$ cat src/rtl/systolic_array_ctrl.sv
// Sequencer for the 8-bit systolic array: skews input vectors into the array and de-skews
// the bottom-row stream into aligned results. Optional counters under SA_CTRL_PERF_EN.
module systolic_array_ctrl #(
  parameter int unsigned NUM_ROWS = 8,
  parameter int unsigned NUM_COLS = 8,
  parameter int unsigned LEN_W    = 8
) (
  input  logic                  clk,
  input  logic                  reset,
  input  logic                  start,
  input  logic [LEN_W-1:0]      cfg_len,
  output logic                  busy,
  output logic                  done,
  input  logic                  in_valid,
  output logic                  in_ready,
  input  logic [8*NUM_COLS-1:0] in_data,
  output logic                  arr_clear,
  output logic [8*NUM_COLS-1:0] arr_in,
  input  logic [8*NUM_COLS-1:0] arr_out,
  output logic                  out_valid,
  output logic [8*NUM_COLS-1:0] out_data,
  output logic [31:0]           perf_cycles,
  output logic [31:0]           perf_bubbles
);

  localparam int unsigned Lat = NUM_ROWS + NUM_COLS;

  typedef enum logic [1:0] {StIdle, StFeed, StDrain, StDone} state_e;

  state_e           state_q;
  logic [LEN_W-1:0] len_q;
  logic [LEN_W-1:0] feed_cnt_q;
  logic [Lat-1:0]   tag_q;
  logic             fire;
  logic             start_acc;

  assign fire      = in_valid & in_ready;
  assign start_acc = (state_q == StIdle) & start;
  assign arr_clear = start_acc & (cfg_len != '0);
  assign out_valid = tag_q[Lat-1];

  always_ff @(posedge clk or posedge reset) begin
    if (reset) begin
      state_q    <= StIdle;
      len_q      <= '0;
      feed_cnt_q <= '0;
      busy       <= 1'b0;
      done       <= 1'b0;
      in_ready   <= 1'b0;
    end else begin
      unique case (state_q)
        StIdle: begin
          if (start) begin
            busy <= 1'b1;
            if (cfg_len != '0) begin
              len_q      <= cfg_len;
              feed_cnt_q <= '0;
              in_ready   <= 1'b1;
              state_q    <= StFeed;
            end else begin
              done    <= 1'b1;
              state_q <= StDone;
            end
          end
        end
        StFeed: begin
          if (fire) begin
            feed_cnt_q <= feed_cnt_q + LEN_W'(1);
            // Compare against len-1 so a full-range length never needs the counter to wrap.
            if (feed_cnt_q == len_q - LEN_W'(1)) begin
              in_ready <= 1'b0;
              state_q  <= StDrain;
            end
          end
        end
        StDrain: begin
          if (tag_q == '0) begin
            done    <= 1'b1;
            state_q <= StDone;
          end
        end
        StDone: begin
          done    <= 1'b0;
          busy    <= 1'b0;
          state_q <= StIdle;
        end
        default: state_q <= StIdle;
      endcase
    end
  end

  always_ff @(posedge clk or posedge reset) begin
    if (reset) begin
      tag_q <= '0;
    end else begin
      tag_q <= {tag_q[Lat-2:0], fire};
    end
  end

  for (genvar c = 0; c < NUM_COLS; c++) begin : g_lane
    localparam int unsigned DeskewDepth = NUM_COLS - 1 - c;

    logic [7:0] lane_in;
    logic [7:0] aligned;
    logic [7:0] out_lane_q;

    // Bubbles inject zeros so the array keeps running without a stall.
    assign lane_in = fire ? in_data[8*c +: 8] : 8'd0;

    if (c == 0) begin : g_direct
      assign arr_in[7:0] = lane_in;
    end else begin : g_skew
      logic [7:0] skew_q [c];
      always_ff @(posedge clk or posedge reset) begin
        if (reset) begin
          for (int i = 0; i < c; i++) skew_q[i] <= '0;
        end else begin
          skew_q[0] <= lane_in;
          for (int i = 1; i < c; i++) skew_q[i] <= skew_q[i-1];
        end
      end
      assign arr_in[8*c +: 8] = skew_q[c-1];
    end

    if (DeskewDepth == 0) begin : g_nodeskew
      assign aligned = arr_out[8*c +: 8];
    end else begin : g_deskew
      logic [7:0] deskew_q [DeskewDepth];
      always_ff @(posedge clk or posedge reset) begin
        if (reset) begin
          for (int i = 0; i < int'(DeskewDepth); i++) deskew_q[i] <= '0;
        end else begin
          deskew_q[0] <= arr_out[8*c +: 8];
          for (int i = 1; i < int'(DeskewDepth); i++) deskew_q[i] <= deskew_q[i-1];
        end
      end
      assign aligned = deskew_q[DeskewDepth-1];
    end

    always_ff @(posedge clk or posedge reset) begin
      if (reset) begin
        out_lane_q <= '0;
      end else begin
        out_lane_q <= aligned;
      end
    end
    assign out_data[8*c +: 8] = out_lane_q;
  end

`ifdef SA_CTRL_PERF_EN
  logic [31:0] perf_cycles_q;
  logic [31:0] perf_bubbles_q;

  always_ff @(posedge clk or posedge reset) begin
    if (reset) begin
      perf_cycles_q  <= '0;
      perf_bubbles_q <= '0;
    end else if (start_acc) begin
      perf_cycles_q  <= '0;
      perf_bubbles_q <= '0;
    end else begin
      if (busy && (perf_cycles_q != '1)) perf_cycles_q <= perf_cycles_q + 32'd1;
      if ((state_q == StFeed) && !fire && (perf_bubbles_q != '1)) begin
        perf_bubbles_q <= perf_bubbles_q + 32'd1;
      end
    end
  end

  assign perf_cycles  = perf_cycles_q;
  assign perf_bubbles = perf_bubbles_q;
`else
  assign perf_cycles  = 32'd0;
  assign perf_bubbles = 32'd0;
`endif

endmodule

$ cat config.mk
export PLATFORM = sky130hd
export DESIGN_NAME = systolic_array_ctrl
export DESIGN_NICKNAME = d
export VERILOG_FILES = /design/src/rtl/systolic_array_ctrl.sv
export SDC_FILE = /design/constraint.sdc
export NUM_CORES = 1
export LEC_CHECK = 0
export ABC_AREA = 1
export BUFFER_PORTS_ARGS = -buffer_cell sky130_fd_sc_hd__buf_2
export CAP_MARGIN = 20
export CELL_PAD_IN_SITES_DETAIL_PLACEMENT = 0
export CELL_PAD_IN_SITES_GLOBAL_PLACEMENT = 2
export CORE_UTILIZATION = 35
export CTS_CLUSTER_SIZE = 40
export DETAILED_ROUTE_END_ITERATION = 8
export PLACE_DENSITY_LB_ADDON = 0.2
export SKIP_LAST_GASP = 1
export SLEW_MARGIN = 20
export SYNTH_ARGS = -nofsm -noshare
export SYNTH_HDL_FRONTEND = slang
export SYNTH_SLANG_ARGS = --single-unit
$ cat constraint.sdc
create_clock -name clk -period 22 [get_ports clk]
set_input_delay 3.3 -clock clk [delete_from_list [all_inputs] [get_ports clk]]
set_output_delay 3.3 -clock clk [all_outputs]
set_load 0.01 [all_outputs]
==> flow_summary.ini <==
[status]
outcome = complete, no violations

[timing]
slew_violations = 0
finalHoldViolCount = 0
worst_slack_ns = 14.25
timing.fmax_mhz = 129.0
finalSetupViolCount = 0
fin_tns_setup_ns = 0
clock-skew-final_ns = 0.03300
fin_crit_ns = 7.749
holdWs_ns = 0.3143
slew-limit-headroom = 0.3716
period_share = 0.3522
tightest_slew_ns = 0.9426
rsz0062_at_grt = false

[die]
start_util = 0.3586
io_pins = 337
row_count = 77
die_w_um = 215.8
die-area_um2 = 46560
design.core.area_um2 = 44610
die-height_um = 215.8

[min_path]
min_from = g_lane[5].g_skew.skew_q[14]
min_path_type = reg2reg

[global_route]
grt_max_degree = 187
grt-ovfl-total = 0
grtUsageTotal = 0.1113
grt_pass1_vias = 7412
grt_pass1_wl_mm = 40.18
antenna_found_initial = 3

[yosys]
synth_area_leaders = dfrtp_1 86%, buf_4 5.3%, inv_1 2.1%
avgSynthCellArea_um2 = 16.34
synth-edff-count = 0
ys_seq_area_frac = 0.8589
synth_top_area_frac = 0.8589
syn-cell-area_um2 = 16000
synth_commonest_cells = 549 x dfrtp_1, 112 x buf_4, 88 x inv_1
ys_types = 32
yosysWarnings = 0
yosys.area.top_type = dfrtp_1
ys_ff_latch = 549
synth_flop_cell = dfrtp_1
synth_most_common_cell = dfrtp_1
async_flop_share = 1.000
synth_cells = 979

[pwr]
ir_drop_mv = 0.07786
clkPwrFrac = 0.429
p_comb_frac = 0.080
fin_total_pwr_mw = 2.290
seq_power_share = 0.491
switchingPower_uw = 539.7
power_density_nw_per_um2 = 117.3
power.internal_mw = 1.750
switching_share = 0.2357
power_leakage_nw = 9.971

[placed_design]
port_buffers = 272
pre_cts_ws_ns = 14.28
gp_congestion = 0.7288
post-dp-hpwl_mm = 15.82
numPlacedInstances = 1791
placed_cell_area_um2 = 17520

[routing]
drc = 0
drt_iter0_drc = 333
vias_per_cell = 3.793
vias = 7188
ant_nets = 0
dr.pass1.iters = 4
wl_mm = 24.96
route.detailed.wl_per_inst_um = 13.17

[setup_path]
cp-startpoint = cfg_len[2]
r2r_start = state_q[0]
arrival_ns = 4.45
path_class = in2out
cp-end-kind = output port
crit_required_ns = 18.70
crit_fanout = 13
start_kind = primary input

[finish]
post-route-util = 0.4378
area_growth_pct = 22.08
fillers = 4075
antenna_cells = 0
drive_gt1_frac = 0.2985
instances_no_fill = 1895
final_area_um2 = 19530
num-nets-final = 1403

[clocking]
cts_buffers = 56
cts-root-buf = clkbuf_16
htree_num_levels = 2
clock_path_buffers = 3
tritoncts = done
cts_setup_buffers = 0
cts.sinks = 549
cts_hold_buf = 0
clkTransAtPathRegs_ns = 0.06
clock_latency_ns = 0.62
cts_resized = 0

[job]
max-cap-violations = 0
path summary, 6_finish.rpt:
path	to	slack, ns	cells past startpoint
max	arr_clear	14.25	6
min reg2reg	arr_in[46]	0.31	0
min in group asynchronous	g_lane[3].out_lane_q[4]	2.91	2
max reg2reg	len_q[6]	19.87	7
min	arr_in[46]	0.31	0
max in group asynchronous	g_lane[4].g_deskew.deskew_q[13]	16.87	4
cells by family after synthesis:
kind of cell / Yosys count / share of synthesized area
other: 1 / 0.0002344
adders and majority gates: 6 / 0.004693
buffers and inverters: 213 / 0.07666
xor gates and xnor gates: 8 / 0.004381
DFF: 549 / 0.8589
and+or+nand+nor: 180 / 0.04600
AOI/OAI and AO/OA: 22 / 0.009152
critical path, cell delays in order:
cell and delay [ns]:
buf_2 0.09, nor2_1 0.04, nand3_1 0.06, nor2_1 0.09
nor2_1 0.61, buf_2 0.26
layer usage:
| metal | part of all wire | vias to the layer above | track usage |
|---|---|---|---|
| met5 | 0.0013 | - | 0 |
| met4 | 0.028 | 6 | 0.04444 |
| met3 | 0.071 | 58 | 0.03848 |
| met2 | 0.48 | 228 | 0.1722 |
| met1 | 0.42 | 3553 | 0.1434 |
| li1 | - | 3343 | - |
placed cells by master (no fill, tap or decap), types with 4 or more instances in the layout:
| master | instances |
|---|---|
| buf_2 | 272 |
| bufinv_16 | 5 |
| clkbuf_1 | 8 |
| clkbuf_16 | 56 |
| clkbuf_8 | 19 |
| clkinv_2 | 8 |
| clkinvlp_4 | 4 |
| conb_1 | 64 |
| dfrtp_1 | 549 |
| ha_1 | 6 |
| inv_1 | 87 |
| inv_2 | 4 |
| nand2_1 | 65 |
| nand3_1 | 13 |
| nor2_1 | 86 |
| o21ai_1 | 12 |
| xor2_1 | 6 |
sequential cells by signal, indices dropped and copies added (netlist names):
signal,cells
feed_cnt_q,8
arr_in,48
g_lane.aligned,56
g_lane.g_deskew.deskew_q,168
in_ready,1
done,1
g_lane.out_lane_q,64
tag_q,16
len_q,8
busy,1
g_lane.g_skew.skew_q,176
state_q,2
cell type report:
| type | instances | area [um2] | share of cell area |
|---|---|---|---|
| Clock buffer | 83 | 1693 | 0.08669 |
| Clock inverter | 21 | 309.0 | 0.01583 |
| Tap cell | 592 | 740.7 | 0.03793 |
| Inverter | 93 | 361.6 | 0.01852 |
| Sequential cell | 549 | 13740 | 0.7035 |
| Timing Repair Buffer | 277 | 1415 | 0.07247 |
| Multi-Input combinational cell | 280 | 1270 | 0.06503 |
power by group through the flow:
stage / Combinational (mW) / Clock [mW] / Sequential, mW
finish: 0.183 / 0.982 / 1.12
global route: 0.209 / 1.07 / 1.13
CTS: 0.189 / 1.02 / 1.13
detailed placement: 0.188 / 0 / 1.14
global placement: 0.188 / 0 / 1.14
floorplan: 0.139 / 0 / 1.14
Power figures use the tool's default switching activity.
